[src/rtl/ps2_receiver.sv]
// PS/2 device-to-host receiver: pin sync, clock de-glitch, 11-bit frame capture, valid/ack hand-off.
// Optional partial-frame watchdog is enabled with `define PS2_RX_TIMEOUT_EN.
//
//   state  | meaning
//   IDLE   | waiting for a start bit (data low on a filtered clock fall)
//   DATA   | shifting in 8 data bits, LSB first
//   PARITY | capturing the odd-parity bit
//   STOP   | checking the stop bit and parity, then delivering or flagging
module ps2_receiver #(
  parameter int unsigned FILTER_LEN     = 8,
  parameter int unsigned TIMEOUT_CYCLES = 100000
) (
  input  logic       clk,
  input  logic       Resetn,
  input  logic       ps2_clk,
  input  logic       ps2_data,
  input  logic       rx_ack,
  output logic [7:0] rx_data,
  output logic       rx_valid,
  output logic       parity_err,
  output logic       frame_err,
  output logic       overrun,
  output logic       timeout_err
);

  typedef enum logic [1:0] {IDLE, DATA, PARITY, STOP} state_t;

  localparam logic [7:0] FLT_LAST = 8'(FILTER_LEN - 1);

  state_t     state, state_next;
  logic       clk_s1, clk_s2, dat_s1, dat_s2;
  logic [7:0] flt_cnt;
  logic       f_clk, f_clk_q, fall;
  logic [3:0] bit_cnt;
  logic [7:0] shreg;
  logic       par_bit;
  logic       expire;
  logic       deliver_s, perr_s, ferr_s;

  // Bus idles high, so the synchronizers come out of reset at 1.
  always_ff @(posedge clk or negedge Resetn) begin
    if (!Resetn) begin
      clk_s1 <= 1'b1;
      clk_s2 <= 1'b1;
      dat_s1 <= 1'b1;
      dat_s2 <= 1'b1;
    end else begin
      clk_s1 <= ps2_clk;
      clk_s2 <= clk_s1;
      dat_s1 <= ps2_data;
      dat_s2 <= dat_s1;
    end
  end

  // f_clk follows the synced clock only after FILTER_LEN consecutive disagreeing samples.
  always_ff @(posedge clk or negedge Resetn) begin
    if (!Resetn) begin
      flt_cnt <= '0;
      f_clk   <= 1'b1;
      f_clk_q <= 1'b1;
    end else begin
      f_clk_q <= f_clk;
      if (clk_s2 == f_clk) begin
        flt_cnt <= '0;
      end else if (flt_cnt == FLT_LAST) begin
        flt_cnt <= '0;
        f_clk   <= clk_s2;
      end else begin
        flt_cnt <= flt_cnt + 8'd1;
      end
    end
  end

  assign fall = f_clk_q & ~f_clk;

`ifdef PS2_RX_TIMEOUT_EN
  localparam int unsigned WD_W = $clog2(TIMEOUT_CYCLES + 1);
  localparam logic [WD_W-1:0] WD_LAST = WD_W'(TIMEOUT_CYCLES - 1);

  logic [WD_W-1:0] wd_cnt;

  // Expiry is decided one count early so the pulse lands on the edge the count hits TIMEOUT_CYCLES.
  always_ff @(posedge clk or negedge Resetn) begin
    if (!Resetn) begin
      wd_cnt <= '0;
    end else if (fall || state == IDLE || expire) begin
      wd_cnt <= '0;
    end else begin
      wd_cnt <= wd_cnt + 1'b1;
    end
  end

  assign expire = (state != IDLE) && !fall && (wd_cnt == WD_LAST);

  always_ff @(posedge clk or negedge Resetn) begin
    if (!Resetn) begin
      timeout_err <= 1'b0;
    end else begin
      timeout_err <= expire;
    end
  end
`else
  assign expire      = 1'b0;
  assign timeout_err = 1'b0;

  if (TIMEOUT_CYCLES < 1) begin : g_no_watchdog
  end
`endif

  always_ff @(posedge clk or negedge Resetn) begin
    if (!Resetn) begin
      state <= IDLE;
    end else begin
      state <= state_next;
    end
  end

  always_comb begin
    state_next = state;
    if (expire) begin
      state_next = IDLE;
    end else if (fall) begin
      case (state)
        IDLE:    if (!dat_s2) state_next = DATA;
        DATA:    if (bit_cnt == 4'd7) state_next = PARITY;
        PARITY:  state_next = STOP;
        STOP:    state_next = IDLE;
        default: state_next = IDLE;
      endcase
    end
  end

  always_ff @(posedge clk or negedge Resetn) begin
    if (!Resetn) begin
      bit_cnt <= '0;
      shreg   <= '0;
      par_bit <= 1'b0;
    end else if (expire) begin
      bit_cnt <= '0;
    end else if (fall) begin
      case (state)
        IDLE: bit_cnt <= '0;
        DATA: begin
          shreg   <= {dat_s2, shreg[7:1]};
          bit_cnt <= bit_cnt + 4'd1;
        end
        PARITY:  par_bit <= dat_s2;
        default: ;
      endcase
    end
  end

  // A bad stop bit outranks a parity error.
  always_comb begin
    deliver_s = 1'b0;
    perr_s    = 1'b0;
    ferr_s    = 1'b0;
    if (fall && state == STOP) begin
      if (!dat_s2) begin
        ferr_s = 1'b1;
      end else if (!(^{shreg, par_bit})) begin
        perr_s = 1'b1;
      end else begin
        deliver_s = 1'b1;
      end
    end
  end

  always_ff @(posedge clk or negedge Resetn) begin
    if (!Resetn) begin
      rx_data    <= '0;
      rx_valid   <= 1'b0;
      parity_err <= 1'b0;
      frame_err  <= 1'b0;
      overrun    <= 1'b0;
    end else begin
      parity_err <= perr_s;
      frame_err  <= ferr_s;
      overrun    <= 1'b0;
      if (deliver_s && (!rx_valid || rx_ack)) begin
        rx_data  <= shreg;
        rx_valid <= 1'b1;
      end else if (deliver_s) begin
        overrun <= 1'b1;
      end else if (rx_ack) begin
        rx_valid <= 1'b0;
      end
    end
  end

endmodule
[config.mk]
export PLATFORM = sky130hd
export DESIGN_NAME = ps2_receiver
export DESIGN_NICKNAME = d
export VERILOG_FILES = /design/src/rtl/ps2_receiver.sv
export SDC_FILE = /design/constraint.sdc
export NUM_CORES = 1
export LEC_CHECK = 0
export BUFFER_PORTS_ARGS = -buffer_cell sky130_fd_sc_hd__buf_2
export CAP_MARGIN = 0
export CORE_MARGIN = 3
export CORE_UTILIZATION = 50
export CTS_CLUSTER_SIZE = 40
export DETAILED_ROUTE_END_ITERATION = 7
export PLACE_DENSITY = 0.67
export SYNTH_ARGS = -nofsm -noshare
export SYNTH_HDL_FRONTEND = slang
export SYNTH_SLANG_ARGS = --single-unit
[constraint.sdc]
create_clock -name clk -period 2.43 [get_ports clk]
set_input_delay 0.3645 -clock clk [delete_from_list [all_inputs] [get_ports clk]]
set_output_delay 0.3645 -clock clk [all_outputs]
set_load 0.02 [all_outputs]
# Word level (Yosys, flattened, before mapping)
# Index checks and enable logic that the tools add are counted.
[word_totals]
register_bits = 41
out_inout_bits = 13
word_cells = 63
[classes]
addsub = 2
eq_ne = 9
n_mux = 19
bitwise_logic = 3
reduce_logical = 14
[op_table]
columns = ["cell", "count"]
rows = [
  ["2-to-1 mux 8 bit", 2],
  ["2-to-1 mux 1 bit", 13],
  ["AND reduction 2 bit", 5],
  ["XOR reduction 9 bit", 1],
  ["adder 8 x 1 -> 8 bit, second input constant", 1],
  ["equality test 8 x 3 -> 1 bit, second input constant", 1],
  ["case mux 2 bit (4 select lines)", 1],
  ["case mux 4 bit (2 select lines)", 1],
  ["adder 4 x 1 -> 4 bit, second input constant", 1],
  ["equality test 2 bit, second input constant", 2],
  ["equality test 4 x 3 -> 1 bit, second input constant", 1],
  ["2-to-1 mux 2 bit", 2],
  ["!= test 2 bit, second input constant", 2],
  ["nonzero test 2 bit", 2],
  ["AND reduction 3 bit", 1],
  ["equality test 2 x 1 -> 1 bit, second input constant", 1],
  ["logical AND 1 bit", 2],
  ["zero test 2 bit", 1],
  ["!= test 2 x 1 -> 1 bit, second input constant", 1],
  ["inverter 1 bit", 2],
  ["AND 1 bit", 1],
  ["equality test 1 bit", 1],
  ["zero test 1 bit", 1],
  ["logical OR 1 bit", 1],
]

# Longest topological paths before layout
# Gate-level depths: netlist of the first run.
[logic_depth]
depth_word = 7
depth_mapped = 5
mapped_depth_nobuf = 5

# Worst setup path before layout of the first run
# OpenSTA, ideal clock, no wires.
[synth_timing]
path_kind = "register -> register"
from = "register shreg[1]"
to = "register rx_data[0]"
arrival_time_ns = 1.670
slack_ns = 0.635
path_stages_with_launch = 5
n_path_buf = 0
cell_sequence = "dfrtp_1 > xor2_1 > xnor3_2 > mux2i_4 > mux2_2"
[synth_via]
elab_chain_len = 5
[synth_rtl]
columns = ["element", "line", "source"]
rows = [
  ["start, declared", "35", "logic [7:0] shreg;"],
  ["start signal, assigned", "144", "shreg <= {dat_s2, shreg[7:1]};"],
  ["XOR reduction 9 bit", "161", "end else if (!(^{shreg, par_bit})) begin"],
  ["2-to-1 mux 1 bit", "161", ""],
  ["2-to-1 mux 1 bit", "159", "if (!dat_s2) begin"],
  ["2-to-1 mux 1 bit", "158", "if (fall && state == STOP) begin"],
  ["logical AND 1 bit", "180", "if (deliver_s && (!rx_valid || rx_ack)) begin"],
  ["end signal, assigned", "181", "rx_data <= shreg;"],
  ["end, declared", "18", "output logic [7:0] rx_data,"],
]
# Every way passes these cells.
# A chain may end at the register's enable or synchronous reset.

# Worst setup path in the final report of the first run
[layout_timing]
from = "register shreg[1]"
to = "register rx_data[5]"
# Same word-level chain as after synthesis.

==> results of run 1 <==
[worst max path at each step]
stage / end / slack, ns / depth (start not counted)
after floorplan: rx_data[0]$_DFFE_PN0P_ / 0.64 / 4
after global placement: rx_data[5]$_DFFE_PN0P_ / 0.54 / 4
after detailed placement: rx_data[5]$_DFFE_PN0P_ / 0.49 / 4
after CTS: rx_data[5]$_DFFE_PN0P_ / 0.45 / 4
after global routing: rx_data[6]$_DFFE_PN0P_ / 0.39 / 4
final: rx_data[5]$_DFFE_PN0P_ / 0.44 / 4
[where the power goes]
part	total, uW	switching [uW]	internal (uW)
Sequential	861	80.4	781
Clock	457	211	246
Combinational	402	209	192
[synthesized netlist by cell type (all sizes together)]
cell type | n | share of area, %
xnor3 | 2 | 2.6
nand4b | 1 | 0.49
dfrtp | 35 | 49
or4 | 1 | 0.42
o21ai | 5 | 1.4
nor2b | 4 | 1.4
nand3 | 5 | 1.4
conb | 1 | 0.21
nor2 | 11 | 2.3
mux2 | 18 | 11
nand3b | 1 | 0.42
nand2 | 8 | 1.7
mux2i | 1 | 1.3
dfstp | 6 | 8.9
xnor2 | 6 | 3.0
nor3b | 2 | 0.84
nor3 | 4 | 1.1
inv | 3 | 0.63
a32o | 1 | 0.56
a21o | 1 | 0.42
a221oi | 1 | 0.49
or2 | 1 | 0.35
ha | 6 | 4.2
a2111oi | 1 | 0.49
buf | 1 | 0.42
nand2b | 2 | 0.70
xor2 | 5 | 2.5
and3 | 2 | 0.70
a22o | 1 | 0.49
[metrics by stage]
| stage | util, % | cells | worst slack (ns) | hold WS (ns) | total power [uW] |
|---|---|---|---|---|---|
| 6_report | 58.8 | 205 | 0.444 | 0.110 | 1720 |
| 5_1_grt | 58.8 | 205 | 0.394 | 0.0759 | 1830 |
| 4_1_cts | 58.8 | 205 | 0.446 | 0.0887 | 1740 |
| 3_5_place_dp | 56.3 | 197 | 0.489 | 0.351 | 1280 |
| 3_3_place_gp | 56.3 | 197 | 0.540 | 0.347 | 1250 |
| 2_1_floorplan | - | 136 | 0.635 | 0.0689 | 1180 |
[sequential cells by signal, indices dropped and copies added (netlist names)]
register / count
dat_s1: 1
state: 2
f_clk_q: 1
f_clk: 1
flt_cnt: 8
frame_err: 1
par_bit: 1
rx_valid: 1
bit_cnt: 4
clk_s1: 1
rx_data: 8
dat_s2: 1
clk_s2: 1
parity_err: 1
shreg: 8
overrun: 1
[cells by family (layout without fill, tap and decap cells)]
logic type / count (synthesis) / after routing / share of synthesized area (%)
compound gates: 10 / 10 / 3.87
xor+xnor: 13 / 13 / 8.02
fa+ha+maj: 6 / 6 / 4.22
buf+inv: 4 / 27 / 1.05
flops: 41 / 41 / 58.1
mux: 19 / 19 / 12.7
other cells: 1 / 1 / 0.211
simple gates: 42 / 42 / 11.9
[final cells by class]
cell class | count | area (um2) | share of cell area [%]
flip-flops and latches | 41 | 1030 | 51.8
repair buffers | 16 | 80.1 | 4.02
clock inverters | 1 | 30.0 | 1.51
inverters | 3 | 11.3 | 0.565
well taps | 46 | 57.6 | 2.89
multi-input cells | 91 | 727 | 36.4
clock buffers | 7 | 55.1 | 2.76
[cells in the final DEF, fill, tap and decap left out, drive strengths merged, types with 5 or more instances in the layout]
master and count:
mux2 18, dfstp 6, nand3 5, o21ai 5, ha 6, xor2 5
nor2 11, xnor2 6, nand2 8, dfrtp 35, clkbuf 7, buf 16
[metal layers]
metal	routed length, um	vias up	share of wire (%)	global-route usage [%]
met5	0	-	0	0
met4	46	0	1.6	6.22
met3	97	5	3.4	5.64
met2	1440	19	51	23.8
met1	1260	519	44	19.1
li1	-	513	-	-
==> impl_metrics.csv, run 1 <==
group,metric,value,unit
detailed_routing,vias,1056,
clock_network,clkSinkCount,41,
place,postPlaceCellArea,1910,um2
synthesis,synth.cell_area,1780,um2
place,gp_congestion,0.757,
finish,area_growth,12.1,%
setup_path,worstRegToRegCells,4,
timing,finalSetupViolCount,0,
min_path,hold_depth,1,
clock_network,cts_hold_buf,0,
setup_path,setup.worst_path.start,"shreg[1]$_DFFE_PN0P_",
synthesis,synth_cell_types,30,
timing,slew_headroom,42.3,%
finish,antenna_cells,0,
setup_path,critPathBufInv,0,
finish,finalInstanceArea,1990,um2
place,portBuffers,16,
detailed_routing,drt-wirelength-per-cell,13.9,um
setup_path,critPathKind,"flop to flop",
floorplanning,die_w,65.7,um
setup_path,cp.arrival,2.22,ns
detailed_routing,viasPerCell,5.15,
power_and_ir_drop,powerDensity,862,nW/um2
synthesis,ys_seq_area_share,58.1,%
synthesis,syn_nets,147,
grt,antenna_found_initial,0,
detailed_routing,wirelength,2.85,mm
floorplanning,dieArea,4310,um2
timing,rsz0062_at_grt,"false",
setup_path,path_delay_family,"multiplexers",
clock_network,tritoncts,"built",
floorplanning,initial_core_util,52.5,%
clock_network,clk_pin_slew,0.12,ns
floorplanning,coreArea,3390,um2
grt,grt_pass1_wl,4.80,mm
clock_network,cts_resized,0,
outcome,outcome,"finished clean",
clock_network,clock_latency,0.35,ns
setup_path,cp_slowest_cell,"xnor3_2",
setup_path,rr_startpoint,"shreg[1]$_DFFE_PN0P_",
min_path,hold_class,"primary input to flop",
min_path,hp-start,"ps2_data",
grt,grt_use_total,15.2,%
detailed_routing,postRouteAntennaNets,0,
timing,skew,0.0107,ns
finish,drive_gt1_share,31.4,%
timing,fin_crit_sh,81.7,%
clock_network,htree_num_levels,2,
timing,max_freq,0.503,GHz
floorplanning,die_h,65.7,um
power_and_ir_drop,peakVddDrop,0.000536,V
setup_path,path_max_fanout,8,
synthesis,postSynthCellCount,136,
synthesis,ys_warn_count,0,
clock_network,root_buffer,"clkbuf_4",
floorplanning,row_count,21,
grt,grt_pass1_vias,1065,
setup_path,crit_chain,"xor2_1, xnor3_2, mux2i_4, mux2_2",
grt,globalRouteOverflowTotal,0,
timing,fin_tns_setup,0,ns
flow_run,cap_violations,0,
setup_path,critPathRequiredTime,2.66,ns
grt,grt_max_degree,42,
power_and_ir_drop,leakage,0.00101,uW
detailed_routing,drc,0,
setup_path,rrSetupSlack,0.44,ns
timing,slew_viol_final,0,
clock_network,clk_path_buf_depth,2,
synthesis,syn_area_per_cell,13.1,um2
setup_path,start_kind,"flop",
timing,tightest_slew,0.866,ns
detailed_routing,first_pass_iters,5,
synthesis,synth_seq_cells,41,
setup_path,max_stage_delay,0.46,ns
timing,hold_viol_final,0,
floorplanning,design.portCount,18,
clock_network,cts_buffers,5,
finish,nets,169,
setup_path,cp-end-kind,"flop",
min_path,hold_end,"dat_s1$_DFF_PN1_",
finish,fill_cells,292,
detailed_routing,drt_iter0_drc,29,
setup_path,reg2reg_to,"rx_data[5]$_DFFE_PN0P_",
clock_network,post_cts_buffers,0,
timing,fin_crit,1.99,ns
place,detailed_place_hpwl,2.06,mm
Power figures use the tool's default switching activity.
==> run 2: changes to the inputs <==
PLACE_DENSITY = 0.7   (was 0.67)
clock period = 1.71 ns   (was 2.43 ns; I/O delays follow)
==> impl_metrics.csv, run 2 (same netlist as run 1, synthesis figures left out) <==
group,metric,value,unit
detailed_routing,drc,0,
grt,grt_max_degree,23,
floorplanning,design.portCount,18,
detailed_routing,drt-wirelength-per-cell,14.1,um
power_and_ir_drop,leakage,0.00113,uW
finish,layout_commonest_cell,"dfrtp_1",
timing,fin_crit_sh,108,%
place,dp.cells,214,
detailed_routing,wirelength,3.18,mm
finish,drive_gt1_share,37.8,%
floorplanning,die_w,65.7,um
place,gp_congestion,0.763,
place,place_ws,-0.199,ns
setup_path,critPathRequiredTime,1.94,ns
power_and_ir_drop,powerDensity,1090,nW/um2
detailed_routing,vias,1153,
setup_path,path_max_fanout,8,
min_path,hold_class,"primary input to flop",
clock_network,clk_pin_slew,0.11,ns
finish,area_growth,23.0,%
setup_path,crit_chain,"xor2_1, xnor3_2, mux2i_4, buf_12, mux2_4",
finish,top_regs,"flt_cnt x8, rx_data x8, shreg x8",
clock_network,clk_path_buf_depth,2,
floorplanning,dieArea,4310,um2
finish,antenna_cells,0,
floorplanning,die_h,65.7,um
timing,max_freq,0.540,GHz
timing,skew,0.00787,ns
setup_path,critPathKind,"flop to flop",
clock_network,tritoncts,"built",
timing,tightest_slew,0.502,ns
timing,setup_ws,-0.140,ns
grt,globalRouteOverflowTotal,0,
grt,antenna_found_initial,0,
clock_network,cts_buffers,5,
power_and_ir_drop,peakVddDrop,0.000624,V
setup_path,max_stage_delay,0.44,ns
timing,slew_headroom,66.5,%
finish,finalNonFillerCells,226,
detailed_routing,first_pass_iters,4,
clock_network,clkSinkCount,41,
finish,finalInstanceArea,2190,um2
floorplanning,initial_core_util,52.5,%
detailed_routing,drt_iter0_drc,59,
outcome,violations,"negative setup slack",
timing,fin_tns_setup,-1.00,ns
outcome,outcome,"complete, but fails checks",
floorplanning,row_count,21,
place,portBuffers,16,
finish,final_cell_mix,"35 x dfrtp_1, 16 x buf_2, 16 x buf_4",
flow_run,cap_violations,0,
detailed_routing,postRouteAntennaNets,0,
timing,rsz0062_at_grt,"true",
detailed_routing,viasPerCell,5.10,
setup_path,cp-end-kind,"flop",
finish,fill_cells,274,
finish,multiInputGateArea,767,um2
timing,finalSetupViolCount,8,
finish,seq_area,1030,um2
place,postPlaceCellArea,2050,um2
floorplanning,coreArea,3390,um2
clock_network,clock_latency,0.34,ns
grt,grt_use_total,16.9,%
setup_path,start_kind,"flop",
clock_network,htree_num_levels,2,
grt,grt_pass1_wl,5.33,mm
place,detailed_place_hpwl,2.36,mm
timing,hold_viol_final,0,
grt,grt_pass1_vias,1201,
timing,slew_viol_final,0,
finish,nets,190,
setup_path,cp.arrival,2.08,ns
timing,fin_crit,1.85,ns
setup_path,cp_slowest_cell,"xnor3_2",
clock_network,root_buffer,"clkbuf_4",
[run 2: layout make-up]
type                            instances  share of cell area [%]
Tap cell                               46                    2.63
Clock buffer                            8                    2.23
Timing Repair Buffer                   37                    12.3
Sequential cell                        41                    47.2
Multi-Input combinational cell         91                    35.0
Inverter                                3                   0.515
[run 2: metal layers]
layer  wire length (um)  global-route usage (%)  up-vias
met5                  0                       0        -
met4                 47                    6.22        0
met3                110                    6.15        5
met2               1590                    27.4       18
met1               1430                    20.4      574
li1                   -                       -      556
[run 2: worst paths after layout]
path,from,end,slack (ns),depth (start not counted)
min in group asynchronous,Resetn,state[0]$_DFFE_PN0P_,0.38,2
hold reg to reg,dat_s1$_DFF_PN1_,dat_s2$_DFF_PN1_,0.36,0
setup / recovery,shreg[4]$_DFFE_PN0P_,rx_data[0]$_DFFE_PN0P_,-0.14,5
setup reg to reg,shreg[4]$_DFFE_PN0P_,rx_data[0]$_DFFE_PN0P_,-0.14,5
hold / removal,rx_ack,overrun$_DFF_PN0_,0.19,3
max in group asynchronous,Resetn,clk_s1$_DFF_PN1_,0.77,3
[run 2: metrics by stage]
stage                     utilization (%)  hold WS (ns)  total power, uW
after detailed placement             60.5         0.240             1950
after floorplan                         -       -0.0391             1680
after CTS                            64.5         0.177             2420
final                                64.6         0.190             2400
after global routing                 64.6         0.189             2570
after global placement               60.5         0.229             1910
[run 2: power breakdown]
group / internal [uW] / leakage [uW] / switching [uW]
clock network: 164 / 0.0000265 / 287
registers: 1110 / 0.000545 / 91.4
logic: 384 / 0.000563 / 359
total: 1660 / 0.00113 / 738
[run 2: what timing repair did]
item,in CTS,in global routing
setup endpoints to repair,10,17
resized for setup,9,1
pin swaps,2,0
cloned,0,0
hold buffers,3,0
setup buffers,1,0
hold endpoints to repair,21,0
[run 2: critical path: cells and delay by family (launching register included)]
family | cells | cell delay (ns)
xor+xnor | 2 | 0.60
mux | 2 | 0.58
flops | 1 | 0.41
buf+inv | 1 | 0.16
==> run 3: changes to the inputs <==
ABC_AREA = 1   (was unset)
==> impl_metrics.csv, run 3 <==
group,metric,value,unit
grt,use_met3,5.42,%
power_and_ir_drop,powerDensity,1390,nW/um2
synthesis,synth.cell_area,1920,um2
detailed_routing,first_pass_iters,4,
synthesis,synth_seq_cells,41,
floorplanning,die_h,68.0,um
detailed_routing,viasPerCell,4.94,
min_path,hp-start,"ps2_clk",
timing,skew,0.0124,ns
grt,grt_pass1_wl,5.69,mm
synthesis,postSynthCellCount,218,
grt,gr-max-usage-layer,"met2",
floorplanning,design.portCount,18,
power_and_ir_drop,p_int,2020,uW
power_and_ir_drop,switching_share,34.2,%
detailed_routing,drt_iter0_drc,73,
setup_path,cp.arrival,1.77,ns
place,detailed_place_hpwl,2.30,mm
power_and_ir_drop,p_comb_share,29.5,%
timing,slew_viol_final,0,
setup_path,setup.worst_path.start,"flt_cnt[0]$_DFF_PN0_",
finish,antenna_cells,0,
grt,gr-usage-met2,28.3,%
synthesis,syn_area_per_cell,8.82,um2
detailed_routing,drt-wirelength-per-cell,11.3,um
detailed_routing,drc,0,
place,place_ws,0.146,ns
synthesis,synth_edf_count,0,
grt,globalRouteOverflowTotal,0,
timing,finalSetupViolCount,0,
timing,setup_ws,0.143,ns
finish,fill_cells,329,
finish,nets,252,
setup_path,critPathKind,"flop to flop",
grt,grtUsageMet1,19.5,%
synthesis,synth_cell_types,27,
outcome,outcome,"finished clean",
clock_network,cts_buffers,5,
timing,hold_viol_final,0,
setup_path,rr_startpoint,"flt_cnt[0]$_DFF_PN0_",
clock_network,root_buffer,"clkbuf_8",
grt,grt_pass1_vias,1352,
floorplanning,die_w,68.0,um
min_path,hold_class,"primary input to flop",
synthesis,synth_common_cells,"63 x nand2_1, 35 x dfrtp_1, 21 x inv_1",
floorplanning,coreArea,3520,um2
synthesis,synthArstFlopShare,100,%
setup_path,critPathRequiredTime,1.91,ns
synthesis,ys_seq_area_share,53.8,%
synthesis,ys_warn_count,0,
grt,antenna_found_initial,0,
power_and_ir_drop,clkPwrFrac,29.7,%
synthesis,syn_nets,229,
power_and_ir_drop,peakVddDrop,0.000781,V
timing,fin_tns_setup,0,ns
grt,grt_max_degree,42,
timing,slew_headroom,65.9,%
detailed_routing,wirelength,3.24,mm
finish,area_growth,15.4,%
synthesis,synth.most_common_cell,"nand2_1",
clock_network,clk_pin_slew,0.08,ns
synthesis,synth_top_area_share,45.6,%
setup_path,cp-end-kind,"flop",
place,dp.cells,279,
timing,fin_crit,1.57,ns
clock_network,tritoncts,"built",
clock_network,clock_latency,0.30,ns
power_and_ir_drop,net-switching-power,1050,uW
synthesis,synth.largest_area_cell,"dfrtp_1",
finish,top_regs,"flt_cnt x8, rx_data x8, shreg x8",
finish,finalNonFillerCells,288,
grt,grt_use_total,16.8,%
power_and_ir_drop,p_total,3080,uW
flow_run,cap_violations,0,
power_and_ir_drop,leakage,0.00116,uW
timing,tightest_slew,0.508,ns
detailed_routing,vias,1422,
clock_network,clkSinkCount,41,
clock_network,htree_num_levels,2,
place,portBuffers,16,
timing,rsz0062_at_grt,"false",
power_and_ir_drop,sequentialPowerShare,40.8,%
timing,max_freq,0.638,GHz
detailed_routing,postRouteAntennaNets,0,
setup_path,start_kind,"flop",
floorplanning,initial_core_util,54.6,%
finish,layout_commonest_cell,"nand2_1",
place,gp_congestion,0.858,
clock_network,clk_path_buf_depth,2,
synthesis,synth_area_leaders,"dfrtp_1 46%, nand2_1 12%, dfstp_2 8.2%",
finish,final_cell_mix,"63 x nand2_1, 35 x dfrtp_1, 21 x inv_1",
finish,drive_gt1_share,18.2,%
timing,fin_crit_sh,91.6,%
floorplanning,row_count,21,
timing,hold_slack,0.0587,ns
setup_path,path_max_fanout,4,
floorplanning,dieArea,4620,um2
synthesis,ys.flop_type,"dfrtp_1",
## run 3: cell families (layout without fill, tap and decap cells)
logic type | after synthesis | count (layout) | share of synthesized area (%)
other | 1 | 1 | 0.195
xor gates and xnor gates | 3 | 3 | 1.37
DFF | 41 | 41 | 53.8
buffers and inverters | 26 | 50 | 5.34
adders and majority gates | 6 | 6 | 3.91
and+or+nand+nor | 120 | 120 | 29.8
AOI/OAI and AO/OA | 21 | 21 | 5.60
## run 3: what timing repair did
item,in CTS,in global routing
buffers inserted,0,0
resized for setup,0,1
setup endpoints to repair,0,3
hold endpoints to repair,35,0
hold buffers,1,0
## run 3: critical path: stages, from the launching register on
cell and delay (ns):
dfrtp_1 0.42, ha_1 0.23, nand2_1 0.10, inv_1 0.06, nand4_1 0.09, inv_1 0.07
or2_2 0.30, nor3_1 0.22
## run 3: worst paths after layout
check / endpoint / slack [ns] / cells after the start
setup / recovery: flt_cnt[7]$_DFF_PN0_ / 0.14 / 7
hold / removal: clk_s1$_DFF_PN1_ / 0.06 / 1
setup reg to reg: flt_cnt[7]$_DFF_PN0_ / 0.14 / 7
hold reg to reg: dat_s2$_DFF_PN1_ / 0.36 / 0
max in group asynchronous: dat_s1$_DFF_PN1_ / 0.99 / 3
min in group asynchronous: rx_data[1]$_DFFE_PN0P_ / 0.45 / 3
## run 3: layer usage
layer  routed length, um  vias to the layer above  part of all wire, %
met5                   0                        -                    0
met4                  61                        0                  1.9
met3                 149                        6                  4.6
met2                1480                       25                   46
met1                1560                      648                   48
li1                    -                      743                    -
## run 3: cell type report
class / instances / area [um2] / share of cell area, %
Inverter: 23 / 86.3 / 3.89
Clock inverter: 3 / 65.1 / 2.93
Tap cell: 46 / 57.6 / 2.60
Clock buffer: 5 / 68.8 / 3.10
Sequential cell: 41 / 1030 / 46.6
Multi-Input combinational cell: 151 / 788 / 35.6
Timing Repair Buffer: 19 / 118 / 5.30
## run 3: through the flow
| stage | cell area, um2 | utilization [%] |
|---|---|---|
| after floorplan | 1920 | - |
| after global routing | 2220 | 63.0 |
| final | 2220 | 63.0 |
| after CTS | 2210 | 62.9 |
| after global placement | 2070 | 58.8 |
| after detailed placement | 2070 | 58.8 |
## run 3: power groups by stage
stage / clock network [uW] / logic, uW / registers, uW
after floorplan: 0 / 741 / 1250
after global placement: 0 / 897 / 1270
after detailed placement: 0 / 913 / 1270
after CTS: 945 / 920 / 1260
after global routing: 976 / 1050 / 1280
final: 913 / 907 / 1260
